==> src/rtl/mem_arbiter.sv <==
// mem_arbiter: round-robin arbiter sharing the single memory block between
// the CPU controller and an auxiliary requester (loader / DMA). Each request
// runs as ADDR -> XFER -> (WAIT) -> DONE. All outputs come straight from
// flops, computed from the next-state values so that they line up with the
// state they belong to.
module mem_arbiter #(
  parameter int READ_LAT = 1
) (
  input  logic        clk,
  input  logic        rst,
  input  logic        cpu_req,
  input  logic        cpu_we,
  input  logic [15:0] cpu_addr,
  input  logic [15:0] cpu_wdata,
  output logic        cpu_gnt,
  output logic        cpu_done,
  input  logic        aux_req,
  input  logic        aux_we,
  input  logic [15:0] aux_addr,
  input  logic [15:0] aux_wdata,
  output logic        aux_gnt,
  output logic        aux_done,
  output logic [15:0] rdata,
  output logic        mem_addr_en,
  output logic [15:0] mem_addr,
  output logic        mem_in_en,
  output logic [15:0] mem_in,
  output logic        mem_out_en,
  input  logic [15:0] mem_out,
  output logic        busy
);

  typedef enum logic [2:0] {
    S_IDLE,
    S_ADDR,
    S_XFER,
    S_WAIT,
    S_DONE
  } state_t;

  // Number of WAIT cycles after XFER on a read; mem_out_en spans XFER + WAIT.
  localparam logic [1:0] WAIT_CYC = 2'(READ_LAT - 1);

  state_t      state_q, state_d;
  logic        owner_q, owner_d;   // 0 = CPU, 1 = AUX
  logic        last_q, last_d;     // owner of the most recent grant
  logic        we_q, we_d;
  logic [15:0] addr_q, addr_d;
  logic [15:0] wdata_q, wdata_d;
  logic [1:0]  cnt_q, cnt_d;
  logic [15:0] rdata_q, rdata_d;

  logic        cpu_gnt_q, aux_gnt_q, cpu_done_q, aux_done_q;
  logic        mem_addr_en_q, mem_in_en_q, mem_out_en_q, busy_q;
  logic [15:0] mem_addr_q, mem_in_q;

  logic        any_req;
  logic        win_aux;
  logic        grant;

  // AUX wins if it is alone, or on a tie when the CPU was granted last.
  assign any_req = cpu_req | aux_req;
  assign win_aux = aux_req & (~cpu_req | ~last_q);

  // Next-state logic: sequencing, arbitration and request capture.
  always_comb begin
    state_d = state_q;
    owner_d = owner_q;
    last_d  = last_q;
    we_d    = we_q;
    addr_d  = addr_q;
    wdata_d = wdata_q;
    cnt_d   = cnt_q;
    rdata_d = rdata_q;
    grant   = 1'b0;

    case (state_q)
      S_IDLE: begin
        if (any_req) grant = 1'b1;
      end
      S_ADDR: begin
        state_d = S_XFER;
      end
      S_XFER: begin
        if (we_q || READ_LAT <= 1) begin
          state_d = S_DONE;
        end else begin
          state_d = S_WAIT;
          cnt_d   = WAIT_CYC;
        end
      end
      S_WAIT: begin
        if (cnt_q <= 2'd1) state_d = S_DONE;
        else               cnt_d   = cnt_q - 2'd1;
      end
      S_DONE: begin
        // Memory data is valid during DONE; capture it as DONE is left.
        if (!we_q) rdata_d = mem_out;
        if (any_req) grant   = 1'b1;
        else         state_d = S_IDLE;
      end
      default: begin
        state_d = S_IDLE;
      end
    endcase

    // A grant freezes the winner's request; later input changes are ignored.
    if (grant) begin
      state_d = S_ADDR;
      owner_d = win_aux;
      last_d  = win_aux;
      we_d    = win_aux ? aux_we    : cpu_we;
      addr_d  = win_aux ? aux_addr  : cpu_addr;
      wdata_d = win_aux ? aux_wdata : cpu_wdata;
    end
  end

  // State registers and registered outputs derived from the next state.
  always_ff @(posedge clk) begin
    if (rst) begin
      state_q       <= S_IDLE;
      owner_q       <= 1'b0;
      last_q        <= 1'b1;
      we_q          <= 1'b0;
      addr_q        <= 16'h0000;
      wdata_q       <= 16'h0000;
      cnt_q         <= 2'd0;
      rdata_q       <= 16'h0000;
      cpu_gnt_q     <= 1'b0;
      aux_gnt_q     <= 1'b0;
      cpu_done_q    <= 1'b0;
      aux_done_q    <= 1'b0;
      mem_addr_en_q <= 1'b0;
      mem_addr_q    <= 16'h0000;
      mem_in_en_q   <= 1'b0;
      mem_in_q      <= 16'h0000;
      mem_out_en_q  <= 1'b0;
      busy_q        <= 1'b0;
    end else begin
      state_q       <= state_d;
      owner_q       <= owner_d;
      last_q        <= last_d;
      we_q          <= we_d;
      addr_q        <= addr_d;
      wdata_q       <= wdata_d;
      cnt_q         <= cnt_d;
      rdata_q       <= rdata_d;
      cpu_gnt_q     <= (state_d != S_IDLE) && !owner_d;
      aux_gnt_q     <= (state_d != S_IDLE) &&  owner_d;
      cpu_done_q    <= (state_d == S_DONE) && !owner_d;
      aux_done_q    <= (state_d == S_DONE) &&  owner_d;
      mem_addr_en_q <= (state_d == S_ADDR);
      mem_addr_q    <= (state_d == S_ADDR) ? addr_d : 16'h0000;
      mem_in_en_q   <= (state_d == S_XFER) && we_d;
      mem_in_q      <= ((state_d == S_XFER) && we_d) ? wdata_d : 16'h0000;
      mem_out_en_q  <= ((state_d == S_XFER) && !we_d) || (state_d == S_WAIT);
      busy_q        <= (state_d != S_IDLE);
    end
  end

  assign cpu_gnt     = cpu_gnt_q;
  assign aux_gnt     = aux_gnt_q;
  assign cpu_done    = cpu_done_q;
  assign aux_done    = aux_done_q;
  assign rdata       = rdata_q;
  assign mem_addr_en = mem_addr_en_q;
  assign mem_addr    = mem_addr_q;
  assign mem_in_en   = mem_in_en_q;
  assign mem_in      = mem_in_q;
  assign mem_out_en  = mem_out_en_q;
  assign busy        = busy_q;

endmodule

==> config.mk <==
export PLATFORM = sky130hd
export DESIGN_NAME = mem_arbiter
export DESIGN_NICKNAME = d
export VERILOG_FILES = /design/src/rtl/mem_arbiter.sv
export SDC_FILE = /design/constraint.sdc
export NUM_CORES = 1
export LEC_CHECK = 0
export BUFFER_PORTS_ARGS = -buffer_cell sky130_fd_sc_hd__buf_2
export CAP_MARGIN = 40
export CORE_ASPECT_RATIO = 0.6
export CORE_MARGIN = 5
export CORE_UTILIZATION = 30
export DETAILED_ROUTE_END_ITERATION = 6
export PLACE_DENSITY = 0.63
export SETUP_SLACK_MARGIN = 0.2
export SLEW_MARGIN = 20
export SYNTH_ARGS = -nofsm -noshare
export SYNTH_HDL_FRONTEND = slang
export SYNTH_SLANG_ARGS = --single-unit
==> constraint.sdc <==
create_clock -name clk -period 4.9 [get_ports clk]
set_clock_uncertainty 0.1 [all_clocks]
set_input_delay 0.735 -clock clk [delete_from_list [all_inputs] [get_ports clk]]
set_output_delay 0.735 -clock clk [all_outputs]
set_load 0.005 [all_outputs]
==> impl_metrics.csv <==
group,metric,value,unit
worst_setup_path,crit_type,"reg -> reg",
logic_synthesis,yosys_warnings,0,
logic_synthesis,synthesis.area,3020,um2
logic_synthesis,synth.most_common_cell,"dfxtp_1",
layout,num_antenna_cells,0,
worst_setup_path,start_kind,"register",
floorplan,start_util,30.6,%
cts,cts_tree,"yes",
route,drc_errors,0,
grt,grt_pass1_vias,2804,
floorplan,die-area,12200,um2
logic_synthesis,async_flop_share,0,%
logic_synthesis,yosysTopAreaCell,"dfxtp_1",
logic_synthesis,ys_types,39,
layout,area_delta_synth_final,35.0,%
floorplan,rows,28,
route,wl_met2,3780,um
timing,fin_crit,2320,ps
placed_design,gp_congestion,0.885,
logic_synthesis,synth_commonest_cells,"dfxtp_1, a21oi_1, nand2_1",
placed_design,post-dp-hpwl,6440,um
floorplan,core,9840,um2
route,top_layer,"met4",
power,peakVddDrop,0.210,mV
grt,grt_overflow_total,0,
timing,hold_viol_final,0,
logic_synthesis,synth.top_cell.area_share,53.1,%
cts,root_buffer,"clkbuf_16",
worst_hold_path,min_path_type,"reg -> reg",
timing,rsz0062_at_grt,"no",
route,first_iter_violations,202,
logic_synthesis,synth-seq-cells,80,
worst_setup_path,cp-end-kind,"register",
cts,htreeDepth,3,
layout,layout-drive-gt1-share,34.9,%
cts,postCtsSetupRepairBufs,0,
cts,cts-resized-gates,0,
floorplan,fp.dieH,87.7,um
worst_setup_path,cp.arrival,2480,ps
grt,grt_max_degree,40,
logic_synthesis,synth_nets,424,
worst_setup_path,worstPathMaxFanout,20,
layout,final_nets,549,
route,viasPerCell,4.75,
power,power.leakage,1.83,nW
route,wl_met3,769,um
timing,tns,0,ps
route,wl,8760,um
floorplan,dieWidth,139,um
cts,clock_latency,340,ps
cts,cts.sinks,80,
timing,worstMarginPinSlew,867,ps
logic_synthesis,netlist_top_cells_area,"dfxtp_1, a21oi_1, nand2_1",
timing,setup-violations-final,0,
worst_setup_path,crit_required,5060,ps
grt,grt_pass1_wl,13800,um
grt,gr-usage-all-layers,14.0,%
floorplan,io_pins,142,
timing,fmax,431,MHz
cts,cts-buffers-inserted,9,
cts,cts_hold_buf,0,
timing,hold_slack,350,ps
status,status,"completed",
route,ant_nets,0,
cts,max-clock-path-buffers,2,
placed_design,io_buffers,141,
logic_synthesis,synth_flop_cell,"dfxtp_1",
route,dr.pass1.iters,4,
timing,period_share,47.3,%
logic_synthesis,synth.avg_cell_area,8.95,um2
grt,antenna_found_initial,0,
logic_synthesis,ys_seq_area_share,53.1,%
route,met1_length,4000,um
logic_synthesis,syn_inst,337,
logic_synthesis,synth-edff-count,0,
power,pwr_density_cell,392,nW/um2
route,num_vias,2860,
timing,maxSlewViolCount,0,
flow_run,maxCapViolCount,0,
route,wire_per_inst,14.5,um
timing,slew_headroom,42.1,%
cts,clk_pin_slew,60,ps
worst_setup_path,reg2reg_setup_slack,2580,ps
-- per-layer routing --
metal  up-vias  GRT usage (%)
met1      1293           18.4
met5         -              0
met3        21           5.46
met4         0           6.39
met2       120           20.4
li1       1426              -
-- worst max-delay path, cell delays in order, from the launching register on --
cell and delay (ps):
dfxtp_1 440, nor2_2 740, nand3_1 700, nor2_1 250
-- state kept, by name (all words and copies together), names as in the netlist, 2 cells and up --
signal	cells
mem_addr	16
rdata	16
state_q	3
mem_in	16
cnt_q	2
wdata_q	16
-- through the flow --
step                instance area [um2]  utilization [%]  power (mW)  setup WS [ps]  cells
finish                             4070             41.4        1.60           2580    602
detailed placement                 3770             38.3       0.929           2460    586
global placement                   3760             38.2       0.925           2510    585
CTS                                4070             41.4        1.62           2550    602
global route                       4070             41.4        1.67           2340    602
floorplan                          3020                -       0.846           3070    337
-- logic make-up after synthesis --
group / count (synthesis) / share of synthesized area, %
muxes: 17 / 5.64
adders and majority gates: 1 / 0.415
AOI/OAI and AO/OA: 105 / 20.2
buffers and inverters: 37 / 5.68
and+or+nand+nor: 97 / 14.9
DFF: 80 / 53.1
-- final cells by class --
| cell class | count | area (um2) |
|---|---|---|
| multi-input cells | 220 | 1250 |
| fillers | 979 | 5770 |
| well taps | 135 | 169 |
| clock inverters | 7 | 78.8 |
| clock buffers | 9 | 225 |
| flip-flops and latches | 80 | 1600 |
| repair buffers | 143 | 721 |
| inverters | 8 | 30.0 |
-- cell usage in the layout (no fill, tap or decap), drive strengths merged --
cell type	count
o22ai	16
clkinvlp	3
nand2	52
or3	1
a21o	1
nor3	3
dfxtp	80
nor4	1
o21ai	1
inv	9
nand4b	1
a311oi	1
buf	143
a32oi	1
nor3b	1
bufinv	1
a211oi	16
ha	1
nand3b	1
clkinv	2
nor2	23
nor4b	2
nand3	2
a21bo	1
a211o	1
and2	1
or4b	1
mux2i	17
a21boi	1
nor2b	3
o311ai	1
or2	2
or3b	2
a21oi	65
clkbuf	9
and3	1
-- final timing paths --
| kind | startpoint | to | cells past startpoint |
|---|---|---|---|
| max | state_q[1] | mem_addr[15] | 3 |
| min | rdata[3] | rdata[3] | 2 |
| min reg2reg | rdata[3] | rdata[3] | 2 |
| max reg2reg | state_q[1] | mem_addr[15] | 3 |
-- report_power, final --
part | internal, mW | leakage [nW] | total [mW] | switching [mW]
sequential | 0.692 | 0.655 | 0.721 | 0.0290
combinational | 0.0866 | 1.04 | 0.195 | 0.108
clock | 0.400 | 0.139 | 0.680 | 0.280
total | 1.18 | 1.83 | 1.60 | 0.417
Note: power is estimated with default switching activity, not from simulation.
